[src/rtl/pwm_bridge_driver_if.sv]
// Command and drive signals of the H-bridge PWM driver.
// Master side issues commands, slave side produces the leg drives.
interface pwm_bridge_driver_if;
    logic               enable;
    logic signed [15:0] pwm_cmd;
    logic               cmd_valid;
    logic               pwm_a;
    logic               pwm_b;
    logic               dir;
    logic               period_start;
    logic        [15:0] duty_applied;

    modport master (
        output enable, pwm_cmd, cmd_valid,
        input  pwm_a, pwm_b, dir, period_start, duty_applied
    );

    modport slave (
        input  enable, pwm_cmd, cmd_valid,
        output pwm_a, pwm_b, dir, period_start, duty_applied
    );
endinterface

[src/rtl/pwm_bridge_driver.sv]
// Signed command to edge-aligned H-bridge PWM with dead time on reversal.
// Define PWM_SLEW_LIMIT_EN to limit the duty change per PWM period.
module pwm_bridge_driver #(
    parameter int unsigned PERIOD_CYCLES   = 2500,
    parameter int unsigned DEADTIME_CYCLES = 50,
    parameter int unsigned MAX_DUTY        = 2400,
    parameter int unsigned SLEW_STEP       = 64
) (
    input logic                clock,
    input logic                reset,
    pwm_bridge_driver_if.slave bus
);
    typedef enum logic [1:0] {IDLE, FWD, REV, DEAD} state_t;

    localparam logic [15:0] LAST = 16'(PERIOD_CYCLES - 1);
    localparam logic [15:0] DT   = 16'(DEADTIME_CYCLES);
    localparam logic [16:0] DMAX = 17'(MAX_DUTY);

    state_t             state;
    logic        [15:0] cnt;
    logic        [15:0] duty;
    logic signed [15:0] shadow;
    logic               dir_q;
    logic               pwm_a_q;
    logic               pwm_b_q;
    logic               pstart_q;

    logic               wrap;
    logic        [15:0] cnt_n;
    logic        [16:0] mag;
    logic        [15:0] target;
    logic               req_dir;
    logic        [15:0] toward;
    logic        [15:0] entry;

    // Counter advance and decode of the shadowed command
    always_comb begin
        wrap   = (state == IDLE) || (cnt == LAST);
        cnt_n  = wrap ? 16'd0 : cnt + 16'd1;
        mag    = shadow[15] ? 17'd0 - {shadow[15], shadow}
                            : {1'b0, shadow};
        target = (mag > DMAX) ? DMAX[15:0] : mag[15:0];
        if (shadow[15])
            req_dir = 1'b1;
        else if (shadow == 16'sd0)
            req_dir = dir_q;
        else
            req_dir = 1'b0;
    end

`ifdef PWM_SLEW_LIMIT_EN
    localparam logic [15:0] STEP = 16'(SLEW_STEP);
    logic [15:0] down;

    // Duty moves by at most STEP at each period boundary
    always_comb begin
        if (target > duty)
            toward = (target - duty > STEP) ? duty + STEP : target;
        else
            toward = (duty - target > STEP) ? duty - STEP : target;
        entry = (target > STEP) ? STEP : target;
        down  = (duty > STEP) ? duty - STEP : 16'd0;
    end
`else
    // Duty jumps straight to the clamped target
    always_comb begin
        toward = target;
        entry  = target;
    end
`endif

    // Period counter, direction FSM and registered leg drive
    always_ff @(posedge clock) begin
        if (!reset) begin
            state    <= IDLE;
            cnt      <= 16'd0;
            shadow   <= 16'sd0;
            duty     <= 16'd0;
            dir_q    <= 1'b0;
            pwm_a_q  <= 1'b0;
            pwm_b_q  <= 1'b0;
            pstart_q <= 1'b0;
        end else begin
            if (bus.cmd_valid)
                shadow <= bus.pwm_cmd;
            if (!bus.enable) begin
                state    <= IDLE;
                cnt      <= 16'd0;
                duty     <= 16'd0;
                dir_q    <= 1'b0;
                pwm_a_q  <= 1'b0;
                pwm_b_q  <= 1'b0;
                pstart_q <= 1'b0;
            end else begin
                cnt      <= cnt_n;
                pstart_q <= wrap;
                pwm_a_q  <= 1'b0;
                pwm_b_q  <= 1'b0;
                unique case (state)
                    IDLE, FWD, REV: begin
                        if (!wrap) begin
                            pwm_a_q <= !dir_q && (cnt_n < duty);
                            pwm_b_q <= dir_q && (cnt_n < duty);
                        end else if (req_dir != dir_q) begin
`ifdef PWM_SLEW_LIMIT_EN
                            if (duty != 16'd0) begin
                                duty    <= down;
                                pwm_a_q <= !dir_q && (down != 16'd0);
                                pwm_b_q <= dir_q && (down != 16'd0);
                            end else begin
                                state <= DEAD;
                            end
`else
                            state <= DEAD;
                            duty  <= 16'd0;
`endif
                        end else begin
                            state   <= dir_q ? REV : FWD;
                            duty    <= toward;
                            pwm_a_q <= !dir_q && (toward != 16'd0);
                            pwm_b_q <= dir_q && (toward != 16'd0);
                        end
                    end
                    DEAD: begin
                        if (cnt_n >= DT) begin
                            state   <= req_dir ? REV : FWD;
                            dir_q   <= req_dir;
                            duty    <= entry;
                            pwm_a_q <= !req_dir && (cnt_n < entry);
                            pwm_b_q <= req_dir && (cnt_n < entry);
                        end
                    end
                    default: state <= IDLE;
                endcase
            end
        end
    end

    assign bus.pwm_a        = pwm_a_q;
    assign bus.pwm_b        = pwm_b_q;
    assign bus.dir          = dir_q;
    assign bus.period_start = pstart_q;
    assign bus.duty_applied = duty;
endmodule

[src/flat_wrapper.sv]
// flat-port wrapper written by rule: the top's interface ports become plain ports
module pwm_bridge_driver_flat 
#(
    parameter int unsigned PERIOD_CYCLES   = 2500,
    parameter int unsigned DEADTIME_CYCLES = 50,
    parameter int unsigned MAX_DUTY        = 2400,
    parameter int unsigned SLEW_STEP       = 64
)
  (clock, reset, bus_enable, bus_pwm_cmd, bus_cmd_valid, bus_pwm_a, bus_pwm_b, bus_dir, bus_period_start, bus_duty_applied);
  pwm_bridge_driver_if bus_i ();
  input logic clock;
  input logic reset;
  input wire logic [$bits(bus_i.enable)-1:0] bus_enable;
  input wire logic [$bits(bus_i.pwm_cmd)-1:0] bus_pwm_cmd;
  input wire logic [$bits(bus_i.cmd_valid)-1:0] bus_cmd_valid;
  output wire logic [$bits(bus_i.pwm_a)-1:0] bus_pwm_a;
  output wire logic [$bits(bus_i.pwm_b)-1:0] bus_pwm_b;
  output wire logic [$bits(bus_i.dir)-1:0] bus_dir;
  output wire logic [$bits(bus_i.period_start)-1:0] bus_period_start;
  output wire logic [$bits(bus_i.duty_applied)-1:0] bus_duty_applied;
  assign bus_i.enable = bus_enable;
  assign bus_i.pwm_cmd = bus_pwm_cmd;
  assign bus_i.cmd_valid = bus_cmd_valid;
  assign bus_pwm_a = bus_i.pwm_a;
  assign bus_pwm_b = bus_i.pwm_b;
  assign bus_dir = bus_i.dir;
  assign bus_period_start = bus_i.period_start;
  assign bus_duty_applied = bus_i.duty_applied;
  pwm_bridge_driver #(.PERIOD_CYCLES(PERIOD_CYCLES), .DEADTIME_CYCLES(DEADTIME_CYCLES), .MAX_DUTY(MAX_DUTY), .SLEW_STEP(SLEW_STEP)) u_core (.clock(clock), .reset(reset), .bus(bus_i));
endmodule
[config.mk]
export PLATFORM = sky130hd
export DESIGN_NAME = pwm_bridge_driver_flat
export DESIGN_NICKNAME = d
export VERILOG_FILES = /design/src/rtl/pwm_bridge_driver_if.sv /design/src/rtl/pwm_bridge_driver.sv /design/src/flat_wrapper.sv
export SDC_FILE = /design/constraint.sdc
export NUM_CORES = 1
export LEC_CHECK = 0
export BUFFER_PORTS_ARGS = -buffer_cell sky130_fd_sc_hd__buf_2
export CAP_MARGIN = 10
export CORE_MARGIN = 1.5
export CORE_UTILIZATION = 50
export DETAILED_ROUTE_END_ITERATION = 16
export HOLD_SLACK_MARGIN = 0.12
export PLACE_DENSITY = 0.7
export SLEW_MARGIN = 40
export SYNTH_ARGS = -nofsm -noshare
export SYNTH_HDL_FRONTEND = slang
export SYNTH_SLANG_ARGS = --single-unit
[constraint.sdc]
create_clock -name clock -period 4.8 [get_ports clock]
set_clock_uncertainty 0.15 [all_clocks]
set_input_delay 0.72 -clock clock [delete_from_list [all_inputs] [get_ports clock]]
set_output_delay 0.72 -clock clock [all_outputs]
set_load 0.01 [all_outputs]
==> run_results.csv <==
group,metric,value,unit
power_and_ir_drop,clkPwrFrac,27.4,%
flow_run,drv_cap,0,
grt,antenna_found_initial,0,
status,outcome,"complete, no violations",
timing,final_hold_viol_count,0,
critical_path,cp_slowest_stage_delay,0.67,ns
clocking,cts_tree,"built",
clocking,cts_max_level,2,
grt,grtUsageTotal,22.90,%
layout,final_util,56.83,%
routing,avgRoutedWirePerCell,15.48,µm
clocking,clock_sinks,54,
floorplanning,io_pins,40,
power_and_ir_drop,ir_worst_vdd,0.1172,mV
routing,vias,3451,
floorplanning,rows,31,
critical_path,worstPathMaxFanout,14,
timing,worstMarginPinSlew,0.6475,ns
timing,timing.final.max_slew_violations,0,
clocking,root_buffer,"clkbuf_8",
timing,worst_hold_slack,0.3241,ns
hold_path,hold_start,"u_core.bus.duty_applied[12]$_SDFFE_PN0P_",
clocking,clk_latency,0.31,ns
power_and_ir_drop,p_leak,1.689,nW
critical_path,crit_arrival,4.41,ns
grt,gr-total-overflow,0,
timing,finalCritPeriodShare,90.89,%
logic_synthesis,synthCells,464,
logic_synthesis,syn_area,0.003797,mm²
floorplanning,fp.coreArea,0.007292,mm²
routing,routed_wl,9136,µm
grt,grt_pass1_vias,3389,
critical_path,crit_chain,"ha_1, or4b_1, or4_1, o21ai_1, buf_4, nor2_1, ha_1, a21bo_2, a211oi_1, a211o_1, a21oi_1, or4_1, o221ai_2, o22ai_1",
power_and_ir_drop,sw_frac_of_total,30.55,%
grt,grt_max_degree,24,
placement,dp_cells,582,
routing,drc_errors,0,
critical_path,start_kind,"flip-flop",
logic_synthesis,ys_seq_area_share,28.47,%
logic_synthesis,ys_ff_latch,54,
logic_synthesis,synth_area_per_cell,8.184,µm²
clocking,post-cts-setup-buffer-count,0,
layout,diodes,0,
clocking,cts_made_buffers,5,
hold_path,min_path_type,"flip-flop to flip-flop",
layout,final_cells,590,
logic_synthesis,synth_cell_type_count,65,
logic_synthesis,ys.flop_type,"dfxtp_1",
critical_path,worst_setup_path_end_kind,"flip-flop",
routing,drt-pass1-iter-count,5,
clocking,post_cts_resized,0,
critical_path,criticalPathCategory,"flip-flop to flip-flop",
clocking,clkTransAtPathRegs,0.11,ns
placement,dpl.hpwl,7061,µm
clocking,ctsLongestPathBuffers,2,
grt,grt_pass1_wl,15550,µm
power_and_ir_drop,intPower,644.8,µW
floorplanning,die-width,90.15,µm
critical_path,critPathTopFamily,"simple AND/OR/NAND/NOR gates",
placement,pre_cts_ws,0.4691,ns
layout,num-nets-final,545,
timing,setup_violations,0,
timing,relSlewSlack,56.43,%
floorplanning,die_height,90.15,µm
placement,routabilityCongestion,0.9639,
critical_path,cp.required,4.84,ns
critical_path,critPathSlowestCell,"or4_1",
floorplanning,initial_core_util,52.08,%
routing,via_per_inst,5.849,
power_and_ir_drop,power.density,224.1,mW/mm²
timing,timing.fmax,229.2,MHz
logic_synthesis,synth_edf_count,0,
logic_synthesis,synthArstFlopShare,0,%
critical_path,crit-reg2reg-launch,"u_core.cnt[0]$_SDFF_PN0_",
placement,io_buffers,39,
power_and_ir_drop,p_comb_share,20.8,%
clocking,ctsHoldBuffers,0,
critical_path,crit_start,"u_core.cnt[0]$_SDFF_PN0_",
timing,setup_tns,0,ns
routing,drtAntennaViolNets,0,
timing,grt_setup_unrepaired,"no",
timing,period_needed,4.363,ns
layout,drive_gt1_share,13.03,%
floorplanning,dieArea,0.008127,mm²
power_and_ir_drop,p_sw,283.7,µW
routing,drt_iter0_drc,180,
logic_synthesis,synth_warnings,0,
layout,area.growth.synth_to_final,9.127,%
critical_path,path_buf_inv,1,
power_and_ir_drop,pwr-share-seq,51.8,%
timing,setup_slack,0.4375,ns
## final timing paths
| kind | end | slack [ns] | cells past startpoint |
|---|---|---|---|
| min | u_core.bus.duty_applied[12]$_SDFFE_PN0P_ | 0.32 | 2 |
| max reg2reg | u_core.bus.pwm_b$_SDFF_PN0_ | 0.44 | 14 |
| min reg2reg | u_core.bus.duty_applied[12]$_SDFFE_PN0P_ | 0.32 | 2 |
| max | u_core.bus.pwm_b$_SDFF_PN0_ | 0.44 | 14 |
## cells in the mapped netlist (5+ instances only)
master	instances	area [µm²]
inv_1	24	90.09
nor2_1	48	180.2
dfxtp_1	54	1081
nor4_1	10	62.56
or3_1	5	31.28
mux2i_1	16	160.2
buf_2	11	55.05
nand2_1	27	101.4
nor2b_1	17	106.4
or4_1	7	52.55
a21oi_1	19	95.09
nand4_1	11	68.82
ha_1	35	437.9
a31oi_1	6	37.54
xor2_1	11	96.34
clkbuf_1	19	71.32
o21ai_0	9	45.04
nand2b_1	9	56.30
nand3_1	10	50.05
nor3_1	16	80.08
o2bb2ai_1	12	105.1
xnor2_1	13	113.9
## cell usage in the layout (no fill, tap or decap), types with 4 or more instances in the layout
master / n
nor2b_1: 17
nor3_1: 16
o221ai_1: 4
nor4_1: 10
o2bb2ai_1: 12
nand2_1: 27
conb_1: 4
o211ai_1: 4
nand3_1: 10
xor2_1: 11
xnor2_1: 13
a31oi_1: 6
inv_1: 24
clkbuf_8: 5
o21ai_0: 9
o21a_1: 4
a21oi_1: 19
buf_4: 7
or4_1: 7
nor2_1: 48
a211o_1: 4
a211oi_1: 4
dfxtp_1: 54
nand2b_1: 9
or3_1: 5
ha_1: 35
buf_2: 39
mux2i_1: 16
nand4_1: 11
## state kept, by name (all words and copies together), names as in the netlist
name                     count
u_core.state                 2
u_core.bus.pwm_b             1
u_core.bus.period_start      1
u_core.cnt                  16
u_core.bus.pwm_a             1
u_core.shadow               16
u_core.bus.duty_applied     16
u_core.bus.dir               1
## layout make-up
| cell class | instances | area (µm²) |
|---|---|---|
| Multi-Input combinational cell | 358 | 2511 |
| Tap cell | 99 | 123.9 |
| Clock inverter | 2 | 13.76 |
| Fill cell | 720 | 3148 |
| Clock buffer | 6 | 72.57 |
| Timing Repair Buffer | 46 | 247.7 |
| Inverter | 25 | 93.84 |
| Sequential cell | 54 | 1081 |
## power by group through the flow
stage,logic [mW],clock network [mW],registers (mW)
after floorplan,0.146,0,0.483
after global placement,0.186,0,0.491
after detailed placement,0.191,0,0.491
after CTS,0.192,0.263,0.481
after global routing,0.216,0.281,0.484
final,0.193,0.254,0.481
## per-stage QoR
step,instance area (µm²),total power [mW]
finish,4144,0.9285
global route,4144,0.9815
CTS,4144,0.9358
detailed placement,4058,0.6824
global placement,4054,0.6771
floorplan,3809,0.6292
## tightest hold or removal path, stage by stage (launching register included)
cell and delay [ns]:
dfxtp_1 0.32, inv_1 0.07, nor4_1 0.05
## layer usage
layer	vias up	wire length [µm]	GRT usage, %
met5	-	0	0
met4	0	214	8.598
met3	20	295	3.384
met2	86	4554	40.28
met1	1604	4071	28.07
li1	1741	-	-
## cells by family after synthesis
group	Yosys count	share of synthesized area, %
adder cells (fa/ha/maj)	35	11.53
flip-flops	54	28.47
AND/OR/NAND/NOR	176	24.19
AO/OA/AOI/OAI	102	19.87
buffers and inverters	55	5.799
other	1	0.09875
XOR/XNOR	24	5.535
multiplexers	17	4.514
Note: power is estimated with default switching activity, not from simulation.
